<file path="src/rtl/vram_arbiter_if.sv">
// vram_arbiter_if: bundles the two requester ports, the memory port and the statistics output of
// vram_arbiter.
//   master : the requesters and the memory model (drives requests and rdata)
//   slave  : the arbiter (drives grants, the registered memory command, read data and valids)
// Requester side : req_x, addr_x[18:0], dwrite_x[15:0], wr_x -> gnt_x, rvalid_x
// Memory side    : addr[18:0], dwrite[15:0], wr, en -> rdata[15:0]; rdata_o mirrors rdata
`timescale 1ns/1ps
interface vram_arbiter_if;
  logic        req_a;
  logic        req_b;
  logic [18:0] addr_a;
  logic [18:0] addr_b;
  logic [15:0] dwrite_a;
  logic [15:0] dwrite_b;
  logic        wr_a;
  logic        wr_b;
  logic        gnt_a;
  logic        gnt_b;
  logic [18:0] addr;
  logic [15:0] dwrite;
  logic        wr;
  logic        en;
  logic [15:0] rdata;
  logic [15:0] rdata_o;
  logic        rvalid_a;
  logic        rvalid_b;
  logic [15:0] stall_cnt;

  modport master (
    output req_a, req_b, addr_a, addr_b, dwrite_a, dwrite_b, wr_a, wr_b, rdata,
    input  gnt_a, gnt_b, addr, dwrite, wr, en, rdata_o, rvalid_a, rvalid_b, stall_cnt
  );

  modport slave (
    input  req_a, req_b, addr_a, addr_b, dwrite_a, dwrite_b, wr_a, wr_b, rdata,
    output gnt_a, gnt_b, addr, dwrite, wr, en, rdata_o, rvalid_a, rvalid_b, stall_cnt
  );
endinterface

</file>
<file path="src/rtl/vram_arbiter.sv">
// vram_arbiter: two-requester arbiter for a single-port VRAM with bounded bursts.
// Ownership alternates on ties; an owner keeps the port for up to BURST_MAX transfers while the
// other side waits. The memory command (addr/dwrite/wr/en) is registered one cycle after the
// transfer; read ownership is tracked through an RD_LAT-deep tag pipe to steer rvalid_a/rvalid_b.
// Ports:
//   clk  : system clock, rising edge
//   rstn : asynchronous active-low reset
//   bus  : vram_arbiter_if.slave (requester ports, memory port, stall_cnt)
// Parameters: BURST_MAX (1..255), RD_LAT (1..4).
// Optional feature: define VRAM_ARBITER_STATS_EN to build the stall_cnt contention counter;
// otherwise stall_cnt is tied to zero.
`timescale 1ns/1ps
module vram_arbiter #(
  parameter int unsigned BURST_MAX = 16,
  parameter int unsigned RD_LAT    = 1
) (
  input logic           clk,
  input logic           rstn,
  vram_arbiter_if.slave bus
);

  typedef enum logic [1:0] {StIdle = 2'd0, StOwnA = 2'd1, StOwnB = 2'd2} state_e;

  localparam logic [7:0] RunMax = 8'(BURST_MAX - 1);

  state_e      state_q, state_d;
  logic        last_b_q;     // 1: B was the most recent owner
  logic [7:0]  run_q, run_d;
  logic        gnt_a, gnt_b;
  logic        xfer_a, xfer_b;
  logic        en_q, wr_q;
  logic [18:0] addr_q;
  logic [15:0] dwrite_q;
  logic        rd_a_q, rd_b_q; // read tag travelling with the en cycle
  logic [RD_LAT-1:0] rv_a_q, rv_b_q;

  assign gnt_a  = (state_q == StOwnA);
  assign gnt_b  = (state_q == StOwnB);
  assign xfer_a = bus.req_a && gnt_a;
  assign xfer_b = bus.req_b && gnt_b;

  always_comb begin
    state_d = state_q;
    unique case (state_q)
      StIdle: begin
        if (bus.req_a && bus.req_b) state_d = last_b_q ? StOwnA : StOwnB;
        else if (bus.req_a)         state_d = StOwnA;
        else if (bus.req_b)         state_d = StOwnB;
      end
      StOwnA: begin
        if (!bus.req_a)                       state_d = bus.req_b ? StOwnB : StIdle;
        else if (bus.req_b && run_q == RunMax) state_d = StOwnB;
      end
      StOwnB: begin
        if (!bus.req_b)                       state_d = bus.req_a ? StOwnA : StIdle;
        else if (bus.req_a && run_q == RunMax) state_d = StOwnA;
      end
      default: state_d = StIdle;
    endcase
  end

  // Run length restarts on every ownership change; it saturates so an uncontested owner stays put.
  always_comb begin
    run_d = run_q;
    if (state_d != state_q)                   run_d = '0;
    else if ((xfer_a || xfer_b) && run_q != RunMax) run_d = run_q + 8'd1;
  end

  always_ff @(posedge clk or negedge rstn) begin
    if (!rstn) begin
      state_q  <= StIdle;
      last_b_q <= 1'b1;
      run_q    <= '0;
    end else begin
      state_q <= state_d;
      run_q   <= run_d;
      if (state_d == StOwnA)      last_b_q <= 1'b0;
      else if (state_d == StOwnB) last_b_q <= 1'b1;
    end
  end

  // Registered memory command; addr/dwrite hold when there is no transfer.
  always_ff @(posedge clk or negedge rstn) begin
    if (!rstn) begin
      en_q     <= 1'b0;
      wr_q     <= 1'b0;
      addr_q   <= '0;
      dwrite_q <= '0;
      rd_a_q   <= 1'b0;
      rd_b_q   <= 1'b0;
    end else if (xfer_a) begin
      en_q     <= 1'b1;
      wr_q     <= bus.wr_a;
      addr_q   <= bus.addr_a;
      dwrite_q <= bus.dwrite_a;
      rd_a_q   <= !bus.wr_a;
      rd_b_q   <= 1'b0;
    end else if (xfer_b) begin
      en_q     <= 1'b1;
      wr_q     <= bus.wr_b;
      addr_q   <= bus.addr_b;
      dwrite_q <= bus.dwrite_b;
      rd_a_q   <= 1'b0;
      rd_b_q   <= !bus.wr_b;
    end else begin
      en_q   <= 1'b0;
      wr_q   <= 1'b0;
      rd_a_q <= 1'b0;
      rd_b_q <= 1'b0;
    end
  end

  // Tag pipe: stage RD_LAT-1 lines up with the cycle the memory returns data.
  always_ff @(posedge clk or negedge rstn) begin
    if (!rstn) begin
      rv_a_q <= '0;
      rv_b_q <= '0;
    end else begin
      rv_a_q[0] <= rd_a_q;
      rv_b_q[0] <= rd_b_q;
      for (int i = 1; i < int'(RD_LAT); i++) begin
        rv_a_q[i] <= rv_a_q[i-1];
        rv_b_q[i] <= rv_b_q[i-1];
      end
    end
  end

`ifdef VRAM_ARBITER_STATS_EN
  logic [15:0] stall_q;
  logic        stall;
  assign stall = (bus.req_a && !gnt_a) || (bus.req_b && !gnt_b);

  always_ff @(posedge clk or negedge rstn) begin
    if (!rstn)                             stall_q <= '0;
    else if (stall && stall_q != 16'hFFFF) stall_q <= stall_q + 16'd1;
  end

  assign bus.stall_cnt = stall_q;
`else
  assign bus.stall_cnt = '0;
`endif

  assign bus.gnt_a    = gnt_a;
  assign bus.gnt_b    = gnt_b;
  assign bus.en       = en_q;
  assign bus.wr       = wr_q;
  assign bus.addr     = addr_q;
  assign bus.dwrite   = dwrite_q;
  assign bus.rdata_o  = bus.rdata;
  assign bus.rvalid_a = rv_a_q[RD_LAT-1];
  assign bus.rvalid_b = rv_b_q[RD_LAT-1];

endmodule

</file>
<file path="src/flat_wrapper.sv">
// flat-port wrapper written by rule: the top's interface ports become plain ports
module vram_arbiter_flat 
#(
  parameter int unsigned BURST_MAX = 16,
  parameter int unsigned RD_LAT    = 1
)
  (clk, rstn, bus_req_a, bus_req_b, bus_addr_a, bus_addr_b, bus_dwrite_a, bus_dwrite_b, bus_wr_a, bus_wr_b, bus_rdata, bus_gnt_a, bus_gnt_b, bus_addr, bus_dwrite, bus_wr, bus_en, bus_rdata_o, bus_rvalid_a, bus_rvalid_b, bus_stall_cnt);
  vram_arbiter_if bus_i ();
  input logic clk;
  input logic rstn;
  input wire logic [$bits(bus_i.req_a)-1:0] bus_req_a;
  input wire logic [$bits(bus_i.req_b)-1:0] bus_req_b;
  input wire logic [$bits(bus_i.addr_a)-1:0] bus_addr_a;
  input wire logic [$bits(bus_i.addr_b)-1:0] bus_addr_b;
  input wire logic [$bits(bus_i.dwrite_a)-1:0] bus_dwrite_a;
  input wire logic [$bits(bus_i.dwrite_b)-1:0] bus_dwrite_b;
  input wire logic [$bits(bus_i.wr_a)-1:0] bus_wr_a;
  input wire logic [$bits(bus_i.wr_b)-1:0] bus_wr_b;
  input wire logic [$bits(bus_i.rdata)-1:0] bus_rdata;
  output wire logic [$bits(bus_i.gnt_a)-1:0] bus_gnt_a;
  output wire logic [$bits(bus_i.gnt_b)-1:0] bus_gnt_b;
  output wire logic [$bits(bus_i.addr)-1:0] bus_addr;
  output wire logic [$bits(bus_i.dwrite)-1:0] bus_dwrite;
  output wire logic [$bits(bus_i.wr)-1:0] bus_wr;
  output wire logic [$bits(bus_i.en)-1:0] bus_en;
  output wire logic [$bits(bus_i.rdata_o)-1:0] bus_rdata_o;
  output wire logic [$bits(bus_i.rvalid_a)-1:0] bus_rvalid_a;
  output wire logic [$bits(bus_i.rvalid_b)-1:0] bus_rvalid_b;
  output wire logic [$bits(bus_i.stall_cnt)-1:0] bus_stall_cnt;
  assign bus_i.req_a = bus_req_a;
  assign bus_i.req_b = bus_req_b;
  assign bus_i.addr_a = bus_addr_a;
  assign bus_i.addr_b = bus_addr_b;
  assign bus_i.dwrite_a = bus_dwrite_a;
  assign bus_i.dwrite_b = bus_dwrite_b;
  assign bus_i.wr_a = bus_wr_a;
  assign bus_i.wr_b = bus_wr_b;
  assign bus_i.rdata = bus_rdata;
  assign bus_gnt_a = bus_i.gnt_a;
  assign bus_gnt_b = bus_i.gnt_b;
  assign bus_addr = bus_i.addr;
  assign bus_dwrite = bus_i.dwrite;
  assign bus_wr = bus_i.wr;
  assign bus_en = bus_i.en;
  assign bus_rdata_o = bus_i.rdata_o;
  assign bus_rvalid_a = bus_i.rvalid_a;
  assign bus_rvalid_b = bus_i.rvalid_b;
  assign bus_stall_cnt = bus_i.stall_cnt;
  vram_arbiter #(.BURST_MAX(BURST_MAX), .RD_LAT(RD_LAT)) u_core (.clk(clk), .rstn(rstn), .bus(bus_i));
endmodule
</file>
<file path="config.mk">
export PLATFORM = sky130hd
export DESIGN_NAME = vram_arbiter_flat
export DESIGN_NICKNAME = d
export VERILOG_FILES = /design/src/rtl/vram_arbiter_if.sv /design/src/rtl/vram_arbiter.sv /design/src/flat_wrapper.sv
export SDC_FILE = /design/constraint.sdc
export NUM_CORES = 1
export LEC_CHECK = 0
export ABC_AREA = 1
export CAP_MARGIN = 5
export CORE_UTILIZATION = 34
export DETAILED_ROUTE_END_ITERATION = 6
export GPL_ROUTABILITY_DRIVEN = 1
export PLACE_DENSITY = 0.87
export SYNTH_ARGS = -nofsm -noshare
export SYNTH_HDL_FRONTEND = slang
export SYNTH_SLANG_ARGS = --single-unit
</file>
<file path="constraint.sdc">
create_clock -name clk -period 1.6 [get_ports clk]
set_clock_uncertainty 0.05 [all_clocks]
set_input_delay 0.16 -clock clk [delete_from_list [all_inputs] [get_ports clk]]
set_output_delay 0.16 -clock clk [all_outputs]
set_load 0.05 [all_outputs]
</file>
==> flow_metrics.py <==
metrics = {
    "run_status": {
        "run_status": "finished, violations left",
        "violations": "setup timing",
    },
    "die": {
        "rows": 32,
        "core_region_area_mm2": 0.00781,
        "fp.dieH_um": 92.2,
        "dieArea_mm2": 0.00849,
        "num_io_pins": 165,
        "initial_core_util_pct": 35.4,
        "die_w_um": 92.2,
    },
    "setup_path": {
        "endpoint": "u_core.last_b_q",
        "cp-end-kind": "flip-flop",
        "worstPathArrival_ns": 1.95,
        "path_max_fanout": 3,
        "startpoint": "u_core.run_q[1]",
        "r2r-start": "u_core.run_q[1]",
        "worstPathCellList": "ha_2, nand2_2, nor2_4, nand3_2, nand2_1, nand3_1, ha_4, nand2_2, o21ai_2",
        "worstRegToRegCells": 9,
        "cpPeakStageDelay_ns": 0.37,
        "crit_path_frequent_cell": "nand2_2",
        "crit_type": "flip-flop to flip-flop",
        "rrSetupSlack_ns": -0.16,
        "cp_slowest_cell": "dfrtp_1",
        "worst_ep_required_time_ns": 1.79,
        "r2r-end": "u_core.last_b_q",
        "start_kind": "flip-flop",
    },
    "yosys": {
        "avgSynthCellArea_um2": 8.18,
        "synth_area_mm2": 0.00276,
        "synth_seq_cells": 52,
        "synth_warnings": 0,
        "synthCells": 338,
        "synth_cell_types": 26,
        "yosysSeqAreaShare_pct": 47.1,
    },
    "sta": {
        "worst_slack_ns": -0.157,
        "fmax_mhz": 569,
        "min_period_ns": 1.76,
        "setup_tns_ns": -0.429,
        "hold_viol_final": 0,
        "finalSetupViolations": 9,
        "slew_violations": 0,
        "whs_ns": 0.270,
        "timing.final.crit_share_pct": 110,
        "rsz0062_at_grt": "yes",
    },
    "drt": {
        "drtAntennaViolNets": 0,
        "vias_per_cell": 4.82,
        "routed-wl-met3_um": 419,
        "wl_um": 7310,
        "met2_length_um": 3770,
        "drt-wirelength-per-cell_um": 13.2,
        "via_count": 2665,
        "dr.pass1.iters": 4,
        "drc": 0,
        "drtIter0Drc": 101,
        "top_layer_used": "met4",
        "wl_met1_um": 2890,
    },
    "power_and_ir_drop": {
        "p_total_mw": 7.91,
        "vdd_drop_max_v": 0.000882,
        "p_leak_nw": 1.85,
        "powerDensity_mw_per_mm2": 1900,
    },
    "grt": {
        "grt_first_pass_wirelength_um": 11700,
        "track_usage_pct": 17.1,
        "grt_overflow": 0,
        "grt_pass1_vias": 2573,
        "grt_max_degree": 54,
        "antenna_found_initial": 0,
    },
    "job": {
        "drv_cap": 0,
    },
    "cells_and_area": {
        "antenna_cells": 0,
        "area_delta_synth_final_pct": 50.6,
        "final_common_cell": "clkdlybuf4s50_1",
        "stdcell_count": 553,
        "drive_above_1_share_pct": 24.6,
        "post-route-util_pct": 53.3,
        "nNetsFinal": 544,
        "nFillCells": 704,
        "final_cell_mix": "clkdlybuf4s50_1 (74), buf_4 (57), dfrtp_1 (50)",
        "final_cell_area_mm2": 0.00416,
    },
    "clock_tree": {
        "clock_tree.root_cell": "clkbuf_8",
        "clkSlewWorstSetupHoldPaths_ns": 0.09,
        "cts_sinks": 52,
        "cts_buffers": 5,
        "cts_max_path_buffers": 2,
        "cts_tree": "built",
        "clock_latency_ns": 0.31,
        "cts.htree.levels": 2,
    },
    "place": {
        "io_buffers": 116,
        "numPlacedInstances": 541,
        "gp_congestion": 0.861,
        "hpwlAfterDp_um": 5360,
        "post_dp_cell_area_mm2": 0.00389,
        "pre_cts_slack_ns": -0.194,
    },
    "hold_path": {
        "min_path_type": "input port to output pin",
    },
}
-- cell usage after synthesis (all sizes together) --
master	count	area, µm²
clkbuf	6	25.0
buf	44	303
xnor2	3	26.3
ha	2	25.0
nor3	3	15.0
nand3	44	220
a21oi	7	38.8
inv	11	41.3
o21a	1	7.51
o21ai	68	340
dfrtp	51	1280
nand2	32	150
dfstp	1	26.3
conb	1	3.75
nor2	60	230
xor2	4	35.0
-- final cells by class --
cell class / instances / area (µm²) / share of cell area, %
sequential: 52 / 1300 / 31.3
timing repair buffer: 140 / 1300 / 31.2
multi-input combinational: 240 / 1290 / 31.1
tap: 102 / 128 / 3.07
clock buffer: 6 / 82.6 / 1.98
inverter: 11 / 43.8 / 1.05
clock inverter: 2 / 13.8 / 0.331
-- metal layers --
layer	vias to the layer above	track usage (%)
met4	0	7.81
met3	21	3.73
met1	1247	20.1
li1	1290	-
met2	107	29.8
met5	-	0
-- critical path, delay by kind of cell (launching register included) --
| family | cells | cell delay (ns) |
|---|---|---|
| and+or+nand+nor | 6 | 0.69 |
| DFF | 1 | 0.37 |
| adders and majority gates | 2 | 0.52 |
| AOI/OAI and AO/OA | 1 | 0.05 |
-- cells by family (layout without fill, tap and decap cells) --
| kind of cell | after synthesis | after routing | synth area share (%) |
|---|---|---|---|
| other | 1 | 16 | 0.136 |
| adder cells (fa/ha/maj) | 2 | 2 | 0.905 |
| AND/OR/NAND/NOR | 139 | 139 | 22.3 |
| AO/OA/AOI/OAI | 76 | 76 | 14.0 |
| flip-flops | 52 | 52 | 47.1 |
| buffers and inverters | 61 | 159 | 13.4 |
| XOR/XNOR | 7 | 7 | 2.22 |
-- worst min-delay path by stage --
| stage | from | endpoint | slack [ns] | depth (start not counted) |
|---|---|---|---|---|
| 6_report | bus_rdata[10] | bus_rdata_o[10] | 0.27 | 0 |
| 5_1_grt | bus_rdata[14] | bus_rdata_o[14] | 0.27 | 0 |
| 3_5_place_dp | rstn | u_core.bus.rvalid_a | 0.13 | 2 |
| 2_1_floorplan | rstn | u_core.bus.addr[0] | -0.19 | 0 |
| 4_1_cts | bus_rdata[12] | bus_rdata_o[12] | 0.27 | 0 |
| 3_3_place_gp | rstn | u_core.state_q[1] | 0.12 | 2 |
-- power by group --
group	switching [mW]	internal (mW)	leakage (nW)	total, mW
logic	3.31	1.64	1.14	4.95
registers	0.320	1.85	0.658	2.17
clock network	0.444	0.355	0.0516	0.798
total	4.07	3.84	1.85	7.91
-- flip-flops by register name, indices dropped and copies added, names as in the netlist --
signal / count
u_core.rd_b_q: 1
u_core.bus.addr: 19
u_core.run_q: 8
u_core.rd_a_q: 1
u_core.bus.wr: 1
u_core.bus.rvalid_b: 1
u_core.state_q: 2
u_core.bus.dwrite: 16
u_core.bus.en: 1
u_core.last_b_q: 1
u_core.bus.rvalid_a: 1
-- timing repair --
| item | CTS | global route |
|---|---|---|
| hold endpoints to repair | 51 | 0 |
| gates cloned | 0 | 0 |
| hold buffers | 1 | 0 |
| resized for setup | 4 | 34 |
| setup buffers | 2 | 1 |
| pin swaps | 1 | 9 |
| endpoints found under the setup margin | 5 | 26 |
Note: power is estimated with default switching activity, not from simulation.
